$ cat src/rtl/if_stage_pkg.sv
`default_nettype none
//============================================================================
// Module   : if_stage_pkg
// Brief    : Shared widths, stall encodings and hold-FSM states for the
//            instruction-fetch stage.
// Revision : 1.0  initial release
//============================================================================
package if_stage_pkg;

    localparam int STALL_WD    = 6;
    localparam int BR_WD       = 33;
    localparam int IF_TO_ID_WD = 33;

    localparam logic Stop   = 1'b1;
    localparam logic NoStop = 1'b0;

    typedef enum logic [1:0] {
        IF_HOLD_RUN    = 2'd0,
        IF_HOLD_HOLD   = 2'd1,
        IF_HOLD_BUBBLE = 2'd2
    } hold_state_t;

endpackage
`default_nettype wire

$ cat src/rtl/if_stage_if.sv
`default_nettype none
//============================================================================
// Module   : if_stage_if
// Brief    : Fetch-stage bundle: stall/redirect inputs, IF->ID bus, SRAM port
//            and delivered instruction. if_adel exists only with IF_ADDR_ERR_EN.
// Revision : 1.0  initial release
//============================================================================
interface if_stage_if;
    import if_stage_pkg::*;

    logic [STALL_WD-1:0]    stall;
    logic [BR_WD-1:0]       br_bus;
    logic [IF_TO_ID_WD-1:0] if_to_id_bus;
    logic                   inst_sram_en;
    logic [3:0]             inst_sram_wen;
    logic [31:0]            inst_sram_addr;
    logic [31:0]            inst_sram_wdata;
    logic [31:0]            inst_sram_rdata;
    logic [31:0]            id_inst;
`ifdef IF_ADDR_ERR_EN
    logic                   if_adel;
`endif

    modport master (
        input  stall, br_bus, inst_sram_rdata,
        output if_to_id_bus, inst_sram_en, inst_sram_wen, inst_sram_addr,
               inst_sram_wdata, id_inst
`ifdef IF_ADDR_ERR_EN
        , output if_adel
`endif
    );

    modport slave (
        output stall, br_bus, inst_sram_rdata,
        input  if_to_id_bus, inst_sram_en, inst_sram_wen, inst_sram_addr,
               inst_sram_wdata, id_inst
`ifdef IF_ADDR_ERR_EN
        , input if_adel
`endif
    );

endinterface
`default_nettype wire

$ cat src/rtl/if_inst_hold.sv
`default_nettype none
//============================================================================
// Module   : if_inst_hold
// Brief    : Keeps the instruction word aligned with the PC held in ID across
//            IF/ID stalls (HOLD) and load-use bubbles (BUBBLE).
// Revision : 1.0  initial release
//============================================================================
module if_inst_hold
    import if_stage_pkg::*;
(
    input  wire         clk,
    input  wire         rst,
    input  wire  [2:1]  stall,
    input  wire  [31:0] rdata,
    output logic [31:0] id_inst
);

    hold_state_t r_state;
    logic [31:0] r_hold_inst;

    always_ff @(posedge clk) begin
        if (rst) begin
            r_state     <= IF_HOLD_RUN;
            r_hold_inst <= 32'b0;
        end else begin
            case (r_state)
                IF_HOLD_RUN: begin
                    if (stall[1] == Stop && stall[2] == NoStop) begin
                        r_state <= IF_HOLD_BUBBLE;
                    end else if (stall[1] == Stop && stall[2] == Stop) begin
                        r_state     <= IF_HOLD_HOLD;
                        r_hold_inst <= rdata;
                    end
                end
                IF_HOLD_HOLD: begin
                    if (stall[1] == NoStop)
                        r_state <= IF_HOLD_RUN;
                    else if (stall[2] == NoStop)
                        r_state <= IF_HOLD_BUBBLE;
                end
                IF_HOLD_BUBBLE: begin
                    if (stall[1] == NoStop)
                        r_state <= IF_HOLD_RUN;
                end
                default: r_state <= IF_HOLD_RUN;
            endcase
        end
    end

    // RUN passes SRAM data straight through; the one-cycle SRAM latency already
    // lines it up with the ID register.
    always_comb begin
        id_inst = rdata;
        case (r_state)
            IF_HOLD_HOLD:   id_inst = r_hold_inst;
            IF_HOLD_BUBBLE: id_inst = 32'b0;
            default:        id_inst = rdata;
        endcase
    end

endmodule
`default_nettype wire

$ cat src/rtl/if_stage.sv
`default_nettype none
//============================================================================
// Module   : if_stage
// Brief    : PC register, branch-pending latch, instruction SRAM drive and
//            IF->ID packing. Optional macro IF_ADDR_ERR_EN adds if_adel.
// Revision : 1.0  initial release
//============================================================================
module if_stage
    import if_stage_pkg::*;
#(
    parameter logic [31:0] RESET_PC = 32'hBFBF_FFFC,
    parameter logic [31:0] PC_STEP  = 32'd4
) (
    input  wire        clk,
    input  wire        rst,
    if_stage_if.master bus
);

    logic        r_ce;
    logic [31:0] r_pc;
    logic        r_br_pend;
    logic [31:0] r_br_tgt;

    logic        w_br_e;
    logic [31:0] w_br_addr;
    logic [31:0] w_next_pc;
    logic        w_unused_stall;

    assign w_br_e         = bus.br_bus[32];
    assign w_br_addr      = bus.br_bus[31:0];
    assign w_unused_stall = &{1'b0, bus.stall[STALL_WD-1:3]};

    // A live redirect beats a parked one; a parked one beats sequential flow.
    assign w_next_pc = w_br_e    ? w_br_addr :
                       r_br_pend ? r_br_tgt  :
                                   r_pc + PC_STEP;

    always_ff @(posedge clk) begin
        if (rst) begin
            r_pc      <= RESET_PC;
            r_ce      <= 1'b0;
            r_br_pend <= 1'b0;
            r_br_tgt  <= 32'b0;
        end else if (bus.stall[0] == NoStop) begin
            r_pc      <= w_next_pc;
            r_ce      <= 1'b1;
            r_br_pend <= 1'b0;
        end else if (w_br_e) begin
            r_br_pend <= 1'b1;
            r_br_tgt  <= w_br_addr;
        end
    end

    assign bus.if_to_id_bus    = {r_ce, r_pc};
    assign bus.inst_sram_wen   = 4'b0;
    assign bus.inst_sram_addr  = r_pc;
    assign bus.inst_sram_wdata = 32'b0;

`ifdef IF_ADDR_ERR_EN
    logic w_adel;
    assign w_adel           = r_ce & (r_pc[1:0] != 2'b00);
    assign bus.if_adel      = w_adel;
    assign bus.inst_sram_en = r_ce & ~w_adel;
`else
    assign bus.inst_sram_en = r_ce;
`endif

    if_inst_hold u_inst_hold (
        .clk     (clk),
        .rst     (rst),
        .stall   (bus.stall[2:1]),
        .rdata   (bus.inst_sram_rdata),
        .id_inst (bus.id_inst)
    );

endmodule
`default_nettype wire
$ cat src/flat_wrapper.sv
// flat-port wrapper written by rule: the top's interface ports become plain ports
module if_stage_flat import if_stage_pkg::*;
#(
    parameter logic [31:0] RESET_PC = 32'hBFBF_FFFC,
    parameter logic [31:0] PC_STEP  = 32'd4
)
  (clk, rst, bus_stall, bus_br_bus, bus_inst_sram_rdata, bus_if_to_id_bus, bus_inst_sram_en, bus_inst_sram_wen, bus_inst_sram_addr, bus_inst_sram_wdata, bus_id_inst);
  if_stage_if bus_i ();
  input  wire clk;
  input  wire rst;
  input wire logic [$bits(bus_i.stall)-1:0] bus_stall;
  input wire logic [$bits(bus_i.br_bus)-1:0] bus_br_bus;
  input wire logic [$bits(bus_i.inst_sram_rdata)-1:0] bus_inst_sram_rdata;
  output wire logic [$bits(bus_i.if_to_id_bus)-1:0] bus_if_to_id_bus;
  output wire logic [$bits(bus_i.inst_sram_en)-1:0] bus_inst_sram_en;
  output wire logic [$bits(bus_i.inst_sram_wen)-1:0] bus_inst_sram_wen;
  output wire logic [$bits(bus_i.inst_sram_addr)-1:0] bus_inst_sram_addr;
  output wire logic [$bits(bus_i.inst_sram_wdata)-1:0] bus_inst_sram_wdata;
  output wire logic [$bits(bus_i.id_inst)-1:0] bus_id_inst;
  assign bus_i.stall = bus_stall;
  assign bus_i.br_bus = bus_br_bus;
  assign bus_i.inst_sram_rdata = bus_inst_sram_rdata;
  assign bus_if_to_id_bus = bus_i.if_to_id_bus;
  assign bus_inst_sram_en = bus_i.inst_sram_en;
  assign bus_inst_sram_wen = bus_i.inst_sram_wen;
  assign bus_inst_sram_addr = bus_i.inst_sram_addr;
  assign bus_inst_sram_wdata = bus_i.inst_sram_wdata;
  assign bus_id_inst = bus_i.id_inst;
  if_stage #(.RESET_PC(RESET_PC), .PC_STEP(PC_STEP)) u_core (.clk(clk), .rst(rst), .bus(bus_i));
endmodule
$ cat config.mk
export PLATFORM = sky130hd
export DESIGN_NAME = if_stage_flat
export DESIGN_NICKNAME = d
export VERILOG_FILES = /design/src/rtl/if_stage_pkg.sv /design/src/rtl/if_stage_if.sv /design/src/rtl/if_inst_hold.sv /design/src/rtl/if_stage.sv /design/src/flat_wrapper.sv
export SDC_FILE = /design/constraint.sdc
export NUM_CORES = 1
export LEC_CHECK = 0
export ABC_AREA = 1
export CAP_MARGIN = 30
export CORE_MARGIN = 2
export CORE_UTILIZATION = 45
export CTS_CLUSTER_SIZE = 24
export DETAILED_ROUTE_END_ITERATION = 10
export HOLD_SLACK_MARGIN = 0.1
export PLACE_DENSITY_LB_ADDON = 0.08
export SETUP_SLACK_MARGIN = 0.05
export SYNTH_ARGS = -nofsm -noshare
export SYNTH_HDL_FRONTEND = slang
export SYNTH_HIERARCHICAL = 1
export SYNTH_SLANG_ARGS = --single-unit
$ cat constraint.sdc
create_clock -name clk -period 1.7 [get_ports clk]
set_input_delay 0.425 -clock clk [delete_from_list [all_inputs] [get_ports clk]]
set_output_delay 0.425 -clock clk [all_outputs]
set_load 0.01 [all_outputs]
# Word-level counts from Yosys, hierarchy flattened
# Cells that the tools add are included.
# totals
regBits	100
wordCells	31
romBits	0
mem_count	0
inputBits	73
ramBits	0
out_inout_bits	134
latchBits	0
# op_classes
eq_ne	5
n_div	0
bitwise_logic	3
reduce_logical	7
addsub	1
mul	0
n_lt_le_gt_ge	0
shifts	0
muxes	9
# op_table
operator	n
two-way mux 32 bit	2
one-hot mux 32 bit (2 select lines)	1
adder 32 x 3 -> 32 bit (second input constant)	1
two-way mux 2 bit	5
!= test 3 bit (second input constant)	2
one-hot mux 2 bit (3 select lines)	1
AND reduction 3 bit	2
inverter 1 bit	3
== test 2 x 1 -> 1 bit (second input constant)	1
== test 2 bit (second input constant)	1
logical AND 1 bit	2
zero test 2 bit	1
!= test 2 bit (second input constant)	1
AND reduction 2 bit	1
OR reduction 2 bit	1

# Depth between registers and ports, before layout
# logic_depth
depth_word	4
mapped_depth	10
ltp_nobuf	10

# Modules after synthesis
# Netlist, hierarchy kept.
# modules_own_cells
module	cells_each	area_each_um2	instances
if_stage	594	3978.8	1
if_inst_hold	237	1715.4	1

# Worst setup path before layout
# OpenSTA, ideal clock, no wires.
# synth_timing
path_type	register -> output
from	register u_core.u_inst_hold.r_state[0]
to	output port bus_id_inst[0]
t_arrival_ns	1.235
slack_ns	0.040
path_buffers	2
stages_incl_launch_ff	6
path_cell_list	dfxtp_1 -> inv_1 -> ha_1 -> buf_2 -> clkbuf_1 -> o22ai_1
# synth_between
elab_chain_cells	2
# synth_rtl
element	line_no	text
start, declared	if_inst_hold.sv:18	hold_state_t r_state;
start signal, assigned	if_inst_hold.sv:23	r_state <= IF_HOLD_RUN;
start signal, assigned	if_inst_hold.sv:29	r_state <= IF_HOLD_BUBBLE;
start signal, assigned	if_inst_hold.sv:31	r_state <= IF_HOLD_HOLD;
== test 2 bit or == test 2 x 1 -> 1 bit (tied branches)	if_inst_hold.sv:54	case (r_state)
one-hot mux 32 bit (2 select lines) (*)	if_inst_hold.sv:54	
end, declared	flat_wrapper.sv:19	output wire logic [$bits(bus_i.id_inst)-1:0] bus_id_inst;
# Every way passes the cells marked *; elsewhere a longest branch is shown, timed or not.

# Worst setup path in the final report
# layout_timing
from	register u_core.u_inst_hold.r_state[1]
to	output port bus_id_inst[27]
# The elaborated chain is that of the path after synthesis.

==> results.md <==
- Total GRT Usage: 0.253
- Max Cap Violations: 0
- Hold EP: u_core/r_br_tgt[9]$_SDFFE_PP0P_
- EDFF count, synth: 0
- Die W: 116 um
- R2r endpoint: u_core/bus.inst_sram_addr[17]$_SDFFE_PP1N_
- Final wirelength: 17.2 mm
- Final setup fails: 32
- Root Buffer: clkbuf_16
- Yosys top cell by area: dfxtp_1
- Crit. End Element: primary output
- Initial Util: 0.457
- Post-place setup slack: -0.444 ns
- RSZ-0062 raised after global routing: true
- Mapped Area: 5690 um^2
- Flops & latches, synth: 100
- CTS tree: yes
- 1st-iter DRT viols: 373
- First-pass GRT wire length: 26.6 mm
- Fin. max-slew vios: 0
- TNS Setup: -10.51 ns
- Final nets: 1074
- P&R area growth vs syn: 41.0%
- Layout Skew: 0.00621 ns
- Final Non-Filler Cells: 1174
- Final WS setup: -0.346 ns
- Synth warnings: 6
- Hold Path Depth: 2
- Pwr Total: 8.30 mW
- Die area: 13600 um^2
- Drt first pass iters: 5
- Crit Path Max Fanout: 8
- Min Hold Slack: 0.445 ns
- Layout cells sized above 1: 0.194
- Hold WC Path Type: register to register
- TritonCTS Sinks: 100
- FF-to-FF path depth: 9
- Num ports: 207
- Period minus WS final: 2.05 ns
- Row Count: 41
- Hold Fails Final Rpt: 0
- Post-synth top cells: 130 x nand2_1, 121 x nor2_1, 107 x inv_1
- Antenna violations before repair: 0
- Grt ovf: 0
- Inserted Clock Buffers: 9
- Post-layout instance area: 8030 um^2
- Utilization after layout: 0.644
- Arrival time of the worst setup path: 1.62 ns
- Count leader, synth: nand2_1
- Synth top area cells: dfxtp_1 35%, buf_4 9.2%, nand2_1 8.6%
- Failing checks: negative setup slack
- Clk buf depth: 2
- Number of port buffers: 167
- Largest net degree at the start of global routing: 36
- Critical R2R Launch: u_core/bus.inst_sram_addr[2]$_SDFFE_PP1N_
- Routed wire per std cell: 14.6 um
- R2r setup slk: 0.24 ns
- Inst Count DP: 1151
- Leak: 3.65 nW
- Syn Inst Count: 831
- Vias in the first global route: 5460
- Peak supply drop: 730 uV
- Clock slew at reported path FFs: 0.07 ns
- GPL Wtd Cong: 0.936
- DR vias/cell: 5.04
- H-tree levels: 3
- Clk_lat worst skew: 0.35 ns
- Syn avg cell area: 6.85 um^2
- Ys async rst share: 0
- Pwr/cell area: 1030 nW/um^2
- Outcome: finished with violations
- Commonest register cell after synthesis: dfxtp_1
- Startpoint type of the worst setup path: register
- Total core area: 12500 um^2
- ANT cells: 0
- WS Path Type: register to primary output
- Die height: 116 um
- DRC violations left: 0
- Hpwl dp: 12.1 mm
- Min-Delay Startpoint: u_core/r_br_tgt[9]$_SDFFE_PP0P_
- Final period util: 1.20
- Vias: 5916
- Synth unique cells: 34
- Share of the synthesized area in the top cell type: 0.352
- Achievable frequency: 0.489 GHz
- Sequential-to-total area share from yosys stat: 0.352
- Post-place instance area: 7480 um^2
- Worst EP required: 1.27 ns
- Number of routed nets with antenna violations: 0
==> per-layer routing <==
| layer | global-route usage | wire length, um |
|---|---|---|
| met4 | 0.0929 | 408 |
| met2 | 0.440 | 8350 |
| met5 | 0 | 0 |
| met3 | 0.0716 | 1240 |
| met1 | 0.298 | 7180 |
==> final cells by class <==
type                            count  area, um^2
Fill cell                        1148        4430
Multi-Input combinational cell    548        2980
Timing Repair Buffer              228        2100
Sequential cell                   100        2040
Inverter                          110         415
Clock buffer                       15         278
Tap cell                          172         215
Clock inverter                      1        5.00
==> placed cells by master, fill, tap and decap left out, types with 4 or more instances in the layout <==
cell	netlist	final
nand2_1	130	128
nor2_1	121	119
inv_1	107	105
dfxtp_1	100	75
a21oi_1	71	71
clkdlybuf4s50_1	0	69
dlygate4sd2_1	0	66
buf_4	70	46
o21ai_0	46	46
conb_1	1	36
o22ai_2	0	29
buf_2	10	28
o21ai_1	26	26
dfxtp_2	0	23
nand3_1	18	18
a221oi_1	25	15
buf_12	0	10
a221oi_2	0	10
clkbuf_16	0	9
buf_6	9	6
nor2_4	4	6
a211oi_1	5	5
xor2_1	5	5
nor2_2	4	4
a22oi_1	4	4
o22ai_1	34	4
==> critical path, cell delays in order, from the launching register on <==
cell	delay (ns)
dfxtp_2	0.34
inv_2	0.05
ha_4	0.29
nand2_4	0.06
buf_6	0.13
buf_12	0.14
o22ai_2	0.09
buf_2	0.16
==> kinds of logic (layout without fill, tap and decap cells) <==
group	Yosys count	after routing	share of synthesized area
AOI/OAI and AO/OA	217	217	0.222
other	1	36	0.000659
buffers and inverters	218	354	0.204
adders and majority gates	4	4	0.00879
xor gates and xnor gates	5	5	0.00769
and+or+nand+nor	286	286	0.205
DFF	100	100	0.352
==> timing repair <==
action,in CTS,in global routing
setup buffers,2,2
pin swaps,2,2
cloned,3,0
endpoints found under the setup margin,99,46
gates resized for setup,263,24
hold buffers,0,0
==> sequential cells by signal, indices dropped and copies added (netlist names) <==
name	cells
u_core/bus.inst_sram_addr	32
u_core/r_br_tgt	32
u_core/u_inst_hold/r_hold_inst	32
u_core/u_inst_hold/r_state	2
u_core/bus.inst_sram_en	1
u_core/r_br_pend	1
==> power breakdown <==
part           internal [mW]  switching [mW]  total (mW)  leakage [nW]
sequential              2.61           0.156        2.76         0.819
combinational           1.65            1.91        3.56          2.69
clock                   1.11           0.868        1.98         0.140
total                   5.37            2.93        8.30          3.65
==> how the worst max path moves through the flow <==
stage                                                from               to  slack (ns)  cells past startpoint
2_1_floorplan  u_core/u_inst_hold/r_state[0]$_SDFFE_PP0P_   bus_id_inst[0]        0.04                      5
3_3_place_gp   u_core/u_inst_hold/r_state[1]$_SDFFE_PP0P_   bus_id_inst[3]       -0.40                      6
3_5_place_dp   u_core/u_inst_hold/r_state[1]$_SDFFE_PP0P_  bus_id_inst[24]       -0.44                      6
4_1_cts        u_core/u_inst_hold/r_state[1]$_SDFFE_PP0P_  bus_id_inst[19]       -0.34                      8
5_1_grt        u_core/u_inst_hold/r_state[1]$_SDFFE_PP0P_  bus_id_inst[14]       -0.41                      7
6_report       u_core/u_inst_hold/r_state[1]$_SDFFE_PP0P_  bus_id_inst[27]       -0.35                      7
Power figures use the tool's default switching activity.
